**config.mk**
```make
export PLATFORM = sky130hd
export DESIGN_NAME = uart_rx_oversampled
export DESIGN_NICKNAME = d
export VERILOG_FILES = /design/src/rtl/uart_rx_oversampled.sv
export SDC_FILE = /design/constraint.sdc
export NUM_CORES = 1
export LEC_CHECK = 0
export BUFFER_PORTS_ARGS = -buffer_cell sky130_fd_sc_hd__buf_2
export CORE_MARGIN = 2
export CORE_UTILIZATION = 50
export CTS_BUF_LIST = sky130_fd_sc_hd__clkbuf_16
export DETAILED_ROUTE_END_ITERATION = 12
export PLACE_DENSITY = 0.78
export SLEW_MARGIN = 0
export SYNTH_ARGS = -nofsm -noshare
export SYNTH_HDL_FRONTEND = slang
export SYNTH_SLANG_ARGS = --single-unit
```
**constraint.sdc**
```tcl
create_clock -name clk -period 1.9 [get_ports clk]
set_clock_uncertainty 0.15 [all_clocks]
set_input_delay 0.095 -clock clk [delete_from_list [all_inputs] [get_ports clk]]
set_output_delay 0.095 -clock clk [all_outputs]
set_load 0.01 [all_outputs]
```
**src/rtl/uart_rx_oversampled.sv**
```systemverilog
`default_nettype none
// ============================================================================
// Module   : uart_rx_oversampled
// Brief    : 16x-oversampled UART receiver with start-bit validation,
//            optional parity and stop-bit checking.
// Revision : 1.0 - initial release
// ============================================================================
module uart_rx_oversampled #(
    parameter int DATA_BITS  = 8,
    parameter int SB_TICKS   = 16,
    parameter int PARITY_EN  = 0,
    parameter int PARITY_ODD = 0
) (
    input  logic                 clk,
    input  logic                 reset,
    input  logic                 tick,
    input  logic                 rx,
    output logic [DATA_BITS-1:0] rx_data,
    output logic                 rx_valid,
    output logic                 frame_err,
    output logic                 parity_err,
    output logic                 busy
);

    localparam int   c_MAX_TICKS = (SB_TICKS > 16) ? SB_TICKS : 16;
    localparam int   c_CNT_W     = $clog2(c_MAX_TICKS);
    localparam int   c_BIT_W     = $clog2(DATA_BITS);
    localparam logic c_PAR_EN    = (PARITY_EN != 0);
    localparam logic c_PAR_ODD   = (PARITY_ODD != 0);

    localparam logic [2:0] c_IDLE   = 3'd0;
    localparam logic [2:0] c_START  = 3'd1;
    localparam logic [2:0] c_DATA   = 3'd2;
    localparam logic [2:0] c_PARITY = 3'd3;
    localparam logic [2:0] c_STOP   = 3'd4;

    logic                 r_rx_meta;
    logic                 r_rx_s;
    logic [2:0]           r_state;
    logic [2:0]           w_state_next;
    logic [c_CNT_W-1:0]   r_s_cnt;
    logic [c_BIT_W-1:0]   r_n;
    logic [DATA_BITS-1:0] r_shreg;
    logic                 r_pbit;
    logic [DATA_BITS-1:0] r_rx_data;
    logic                 r_valid;
    logic                 r_ferr;
    logic                 r_perr;

    logic w_mid;
    logic w_full;
    logic w_stop_end;
    logic w_last_bit;
    logic w_perr;
    logic w_ferr;

    assign w_mid      = (r_s_cnt == c_CNT_W'(7));
    assign w_full     = (r_s_cnt == c_CNT_W'(15));
    assign w_stop_end = (r_s_cnt == c_CNT_W'(SB_TICKS - 1));
    assign w_last_bit = (r_n == c_BIT_W'(DATA_BITS - 1));
    assign w_perr     = c_PAR_EN & ((^r_shreg ^ r_pbit) != c_PAR_ODD);
    assign w_ferr     = ~r_rx_s;

    // Two-flop synchroniser; idles high so reset does not look like a start edge
    always_ff @(posedge clk) begin
        if (reset) begin
            r_rx_meta <= 1'b1;
            r_rx_s    <= 1'b1;
        end else begin
            r_rx_meta <= rx;
            r_rx_s    <= r_rx_meta;
        end
    end

    always_ff @(posedge clk) begin
        if (reset) begin
            r_state <= c_IDLE;
        end else begin
            r_state <= w_state_next;
        end
    end

    always_comb begin
        w_state_next = r_state;
        case (r_state)
            c_IDLE: begin
                if (!r_rx_s) w_state_next = c_START;
            end
            c_START: begin
                if (tick && w_mid) w_state_next = r_rx_s ? c_IDLE : c_DATA;
            end
            c_DATA: begin
                if (tick && w_full && w_last_bit)
                    w_state_next = c_PAR_EN ? c_PARITY : c_STOP;
            end
            c_PARITY: begin
                if (tick && w_full) w_state_next = c_STOP;
            end
            c_STOP: begin
                if (tick && w_stop_end) w_state_next = c_IDLE;
            end
            default: w_state_next = c_IDLE;
        endcase
    end

    always_ff @(posedge clk) begin
        if (reset) begin
            r_s_cnt   <= '0;
            r_n       <= '0;
            r_shreg   <= '0;
            r_pbit    <= 1'b0;
            r_rx_data <= '0;
            r_valid   <= 1'b0;
            r_ferr    <= 1'b0;
            r_perr    <= 1'b0;
        end else begin
            r_valid <= 1'b0;
            r_ferr  <= 1'b0;
            r_perr  <= 1'b0;
            case (r_state)
                c_IDLE: begin
                    if (!r_rx_s) r_s_cnt <= '0;
                end
                c_START: begin
                    if (tick) begin
                        if (w_mid) begin
                            r_s_cnt <= '0;
                            r_n     <= '0;
                        end else begin
                            r_s_cnt <= r_s_cnt + c_CNT_W'(1);
                        end
                    end
                end
                c_DATA: begin
                    if (tick) begin
                        if (w_full) begin
                            r_shreg <= {r_rx_s, r_shreg[DATA_BITS-1:1]};
                            r_s_cnt <= '0;
                            if (!w_last_bit) r_n <= r_n + c_BIT_W'(1);
                        end else begin
                            r_s_cnt <= r_s_cnt + c_CNT_W'(1);
                        end
                    end
                end
                c_PARITY: begin
                    if (tick) begin
                        if (w_full) begin
                            r_pbit  <= r_rx_s;
                            r_s_cnt <= '0;
                        end else begin
                            r_s_cnt <= r_s_cnt + c_CNT_W'(1);
                        end
                    end
                end
                c_STOP: begin
                    if (tick) begin
                        if (w_stop_end) begin
                            // Data is published even for errored frames
                            r_rx_data <= r_shreg;
                            r_valid   <= ~w_ferr & ~w_perr;
                            r_ferr    <= w_ferr;
                            r_perr    <= w_perr;
                            r_s_cnt   <= '0;
                        end else begin
                            r_s_cnt <= r_s_cnt + c_CNT_W'(1);
                        end
                    end
                end
                default: r_s_cnt <= '0;
            endcase
        end
    end

    always_comb begin
        busy = (r_state != c_IDLE);
    end

    assign rx_data    = r_rx_data;
    assign rx_valid   = r_valid;
    assign frame_err  = r_ferr;
    assign parity_err = r_perr;

endmodule
`default_nettype wire
```
=== After elaboration in Yosys (flattened, before gate mapping) ===
Cells that the tools add are included.

* Bits in registers: 30
* Input bits: 4
* Output and inout bits: 12
* Word-level logic and storage cells: 65

* Add/subtract/negate cells: 2
* Equality and inequality tests: 18
* Multiplexer cells: 19
* Bitwise operators: 4
* Reduce and logical (&&, ||, !) cells: 13

{| class="wikitable"
|+ Operator list
! cell !! number
|-
| $mux 3 || 10
|-
| $mux 4 || 5
|-
| $ne 2x2->1 const B || 10
|-
| $pmux 3 s5 || 1
|-
| $pmux 4 s3 || 1
|-
| $reduce_and 3->1 || 3
|-
| $eq 3x2->1 const B || 2
|-
| $eq 3x3->1 const B || 2
|-
| $pmux 3 s2 || 1
|-
| $reduce_and 6->1 || 1
|-
| $reduce_and 5->1 || 1
|-
| $add 4x1->4 const B || 1
|-
| $eq 4x3->1 const B || 1
|-
| $eq 4x4->1 const B || 1
|-
| $not 1->1 || 4
|-
| $reduce_or 4->1 || 1
|-
| $add 3x1->3 const B || 1
|-
| $eq 3x1->1 const B || 1
|-
| $logic_and 1x1->1 || 3
|-
| $logic_not 3->1 || 1
|-
| $reduce_bool 3->1 || 1
|-
| $reduce_or 3->1 || 1
|-
| $mux 2 || 1
|-
| $ne 2x1->1 const B || 1
|-
| $reduce_bool 2->1 || 1
|}

=== Logic depth before layout (Yosys ltp) ===
* Depth after elaboration: 5
* Mapped depth: 7
* Depth with buffers taken out: 7

=== Worst setup path after synthesis ===
No wires, ideal clock.

* Path kind: reg2reg
* Start point: reg r_s_cnt[0]
* End point: reg r_shreg[4]
* Arrival: 1.520 ns
* Data required time: 1.622 ns
* Slack: 0.102 ns
* Stages on the path, launching flop included: 7
* Path buffers: 1
* Clock period less this slack: 1.798 ns
* Path through: dfxtp_1 -> ha_1 -> nand4_2 -> nor4b_1 -> buf_4 -> mux2i_1 -> nor2_1

* Word-level cells in the longest chain between the ends: 2

{| class="wikitable"
|+ RTL lines
! item !! RTL line !! text
|-
| from (decl) || 41 || <nowiki>logic [c_CNT_W-1:0] r_s_cnt;</nowiki>
|-
| from (signal assigned) || 130 || <nowiki>r_s_cnt <= r_s_cnt + c_CNT_W'(1);</nowiki>
|-
| from (signal assigned) || 141 || <nowiki>r_s_cnt <= r_s_cnt + c_CNT_W'(1);</nowiki>
|-
| from (signal assigned) || 151 || <nowiki>r_s_cnt <= r_s_cnt + c_CNT_W'(1);</nowiki>
|-
| $eq 4x4->1 || 58 || <nowiki>assign w_full = (r_s_cnt == c_CNT_W'(15));</nowiki>
|-
| $reduce_and 3->1 (no line) || n/a ||
|-
| to (signal assigned) || 137 || <nowiki>r_shreg <= {r_rx_s, r_shreg[DATA_BITS-1:1]};</nowiki>
|-
| to (decl) || 43 || <nowiki>logic [DATA_BITS-1:0] r_shreg;</nowiki>
|}

Every way passes these cells.
A chain may end at the register's enable or synchronous reset.

=== Worst setup path in the final report ===
* Start point: reg r_n[0]
* End point: reg r_n[0]

* Word-level cells in the longest chain between the ends: 5

{| class="wikitable"
|+ RTL lines
! item !! RTL line !! text
|-
| from (decl) || 42 || <nowiki>logic [c_BIT_W-1:0] r_n;</nowiki>
|-
| from (signal assigned) || 139 || <nowiki>if (!w_last_bit) r_n <= r_n + c_BIT_W'(1);</nowiki>
|-
| $add 3x1->3 || 139 ||
|-
| $mux 3 || 139 ||
|-
| $mux 3 || 136 || <nowiki>if (w_full) begin</nowiki>
|-
| $mux 3 || 135 || <nowiki>if (tick) begin</nowiki>
|-
| $pmux 3 s2 || 120 || <nowiki>case (r_state)</nowiki>
|}

Several ways; a longest one is shown, not always the timed one. The select of a mux whose other input is x is not followed.

==> summary.txt <==
Timing
  – Upper clock frequency limit: between 500 and 600 MHz
  – Sum of negative setup slack: 0 ns
  – Measured slew at the worst slew-check pin: 0.515 ns
  – Share of the clock period used by the worst path: 93.4%
  – Number of max-slew violations in the final report: 0
  – Slew HR: 65.7%
  – RSZ-0062 raised after global routing: false
  – Time the worst path needs with I/O delays and setup: 1.77 ns
  – Final setup violation count: 0
  – Endpoints failing hold: 0

Logic synthesis
  – Count of cell types in the netlist: 37
  – Net Count, Synth: 147
  – Warning count from the yosys run: 0
  – Sequential share of the synthesized area: ~46%
  – Flop and latch count out of synthesis: 30
  – Synthesized cell area: 0.00131 mm^2
  – Mean area per synthesized cell: 9.35 um^2
  – Post-Synthesis Cells: 140

Clocking
  – Number of buffers on the longest clock path: 2
  – Root buffer selected by CTS: sky130_fd_sc_hd__clkbuf_16
  – Buffers inserted by post-CTS timing repair: 0
  – Clock insertion delay at the later pin of the skew report: 0.27 ns
  – Post-CTS clock slew at the launch and capture registers of the worst setup and hold paths: ~0.050 ns
  – TritonCTS Sinks: 30
  – TritonCTS clock tree: yes
  – Number of H-tree branching levels: 2
  – Num CTS Buffers: 5

Worst hold path
  – Class of the tightest hold or removal check: in2reg
  – Worst Min Path Start: reset

Job
  – Max-cap check violation count: 0

Pwr
  – Fraction of power consumed by sequential logic: 45.2%
  – Total leakage power: 0.613 nW
  – Clk network pwr share: 51.5%
  – Pwr dens: 881 mW/mm^2
  – Largest vdd supply drop: 728 uV
  – Net switching power figure: around 290 uW
  – Logic pwr share: approximately 3.4%
  – Internal power contribution: 1.12 mW
  – Switching share of power: 20.5%

Cells and area
  – Post-route standard cell area excluding fillers: 0.00160 mm^2
  – Diode insertion count for antenna repair: 0
  – Share of cells above drive strength 1: between 20% and 30%
  – Final net count: 168
  – Area overhead of the layout relative to synthesis: 22.5%

Global routing
  – Pin count of the biggest net entering global routing: 30
  – GR Util All Layers: 21.2%
  – GRT overflow: 0
  – Vias in the first global route: ~1000
  – Initial antenna violation count: 0
  – Wire length of the first global-routing pass: between 4 and 5 mm

Setup path
  – Startpoint Class: flip-flop
  – Startpoint of the lowest-slack register-to-register path: r_n[0]
  – Arrival time of data at the critical path endpoint: 1.79 ns
  – Category of the worst setup path capture point: flip-flop
  – Cell type of the slowest stage on the worst timing path: sky130_fd_sc_hd__dfxtp_1
  – Critical Path Start: r_n[0]
  – Crit path required time: 1.91 ns
  – Series of cell instances along the critical path: ha_1 > ha_1 > nor3b_2 > a21oi_1 > nor3_1 > nor2_1 > mux2_2
  – Register-to-register setup slack: 0.13 ns
  – Max FO, Critical Path: 3
  – Critical path's largest stage delay: 0.31 ns
  – Critical setup path kind: reg2reg
  – Cell type with the highest occurrence count on the critical path: sky130_fd_sc_hd__ha_1

Placed design
  – Routability Congestion: 0.821
  – Placed wire-length estimate after detailed placement: around 1.7 mm
  – Placement Cell Area: 0.00144 mm^2
  – Number of port buffers: 14

Route
  – Number of design-rule violations left by the first detailed-router iteration: 26
  – Routed length per placed instance: 13.3 um
  – Avg Vias per Cell: between 5 and 6
  – Overall routed net length: ~2.5 mm
  – Number of optimization iterations in the first detailed-route pass: 4
  – DRC Markers: 0
  – Antenna-violating nets left: 0
  – Via count of the routed design: about 1100

Floorplan
  – Starting density of the core: 52.8%
  – Die Height: 55.2 um
  – Number of primary I/O pins: 16
  – Floorplan die area: slightly above 0.003 mm^2
  – Die outline width: 55.2 um
  – Standard cell core area: 0.00248 mm^2
  – Row count: 18

Outcome
  – Result of the run: complete, no violations
-- logic make-up (layout without fill, tap and decap cells) --
logic type,count (synthesis),in the layout,share of synthesized area (%)
AO/OA/AOI/OAI,19,19,8.99
adder cells (fa/ha/maj),3,3,2.87
buffers and inverters,10,32,3.63
flip-flops,30,30,45.9
multiplexers,17,17,13.1
other,1,1,0.287
AND/OR/NAND/NOR,60,60,25.2
-- metal layers --
layer	GRT usage (%)	routed length (um)
met5	0	0
met1	23.5	1120
met3	8.87	121
met2	34.5	1240
met4	11.0	61
-- state kept, by name, summed over array words and instances (netlist names), 3 cells and up --
signal,count
rx_data,8
r_state,3
r_shreg,8
r_s_cnt,4
r_n,3
-- cells in the final DEF (no fill, tap or decap), drive strengths merged, types with 2 or more instances in the layout --
cell	instances
nand3	5
nor2	25
o21a	2
a21oi	5
nor2b	2
a31oi	2
ha	3
mux2i	16
dfxtp	30
clkbuf	5
or2	3
nand2	6
nor3	4
nor4b	5
o21ai	5
buf	22
a22o	2
clkinv	3
nor3b	3
-- worst paths after layout --
check	depth (start not counted)	endpoint
min reg2reg	1	r_rx_s
max	7	r_n[0]
max reg2reg	7	r_n[0]
min	2	r_state[2]
-- per-stage QoR --
| step | cells | setup slack (ns) | hold slack, ns | total power, mW | utilization [%] |
|---|---|---|---|---|---|
| after CTS | 192 | 0.0267 | 0.123 | 1.43 | 64.0 |
| after global placement | 183 | 0.0669 | 0.126 | 0.694 | 58.1 |
| after floorplan | 140 | 0.102 | 0.0488 | 0.681 | - |
| after global routing | 192 | 0.0192 | 0.147 | 1.46 | 64.7 |
| after detailed placement | 183 | 0.0472 | 0.132 | 0.695 | 58.1 |
| final | 192 | 0.126 | 0.129 | 1.41 | 64.7 |
-- area by class of cell --
| type | instances | area [um^2] |
|---|---|---|
| clock inverters | 3 | 11.3 |
| clock buffers | 5 | 125 |
| flip-flops and latches | 30 | 601 |
| inverters | 1 | 3.75 |
| repair buffers | 23 | 140 |
| multi-input cells | 100 | 684 |
| fillers | 205 | 875 |
| well taps | 30 | 37.5 |
-- repair_timing --
item	in CTS	in global routing
hold buffers	1	0
endpoints found under the setup margin	0	17
gates resized for setup	0	3
hold endpoints to repair	1	0
-- critical path, delay by kind of cell (launching register included) --
kind,cells,cell delay [ns]
and+or+nand+nor,3,0.45
adders and majority gates,2,0.39
DFF,1,0.31
muxes,1,0.28
AOI/OAI and AO/OA,1,0.08
-- cells in the mapped netlist (all sizes together) --
cell	instances	area, um^2
o21bai	1	7.51
a21oi	5	25.0
nand4	1	12.5
clkbuf	5	20.0
nand3	5	25.0
ha	3	37.5
conb	1	3.75
nor4b	5	50.0
nor2	25	101
nand3b	1	7.51
a211oi	1	7.51
and4	1	8.76
nor3b	3	22.5
or4	1	7.51
nand2	6	22.5
o21ai	5	25.0
or2	3	21.3
and3	1	6.26
or3	1	6.26
nor3	4	20.0
inv	1	3.75
nor4	1	6.26
mux2i	16	160
dfxtp	30	601
o211ai	1	7.51
buf	4	23.8
nor2b	2	12.5
o21a	2	15.0
a31oi	2	12.5
a22o	2	17.5
mux2	1	11.3
-- power by group through the flow --
| stage | Clock, mW | Sequential [mW] | Combinational (mW) |
|---|---|---|---|
| after floorplan | 0 | 0.649 | 0.0321 |
| after global placement | 0 | 0.650 | 0.0443 |
| after detailed placement | 0 | 0.650 | 0.0454 |
| after CTS | 0.746 | 0.637 | 0.0473 |
| after global routing | 0.769 | 0.637 | 0.0534 |
| final | 0.727 | 0.638 | 0.0476 |
Power figures use the tool's default switching activity.
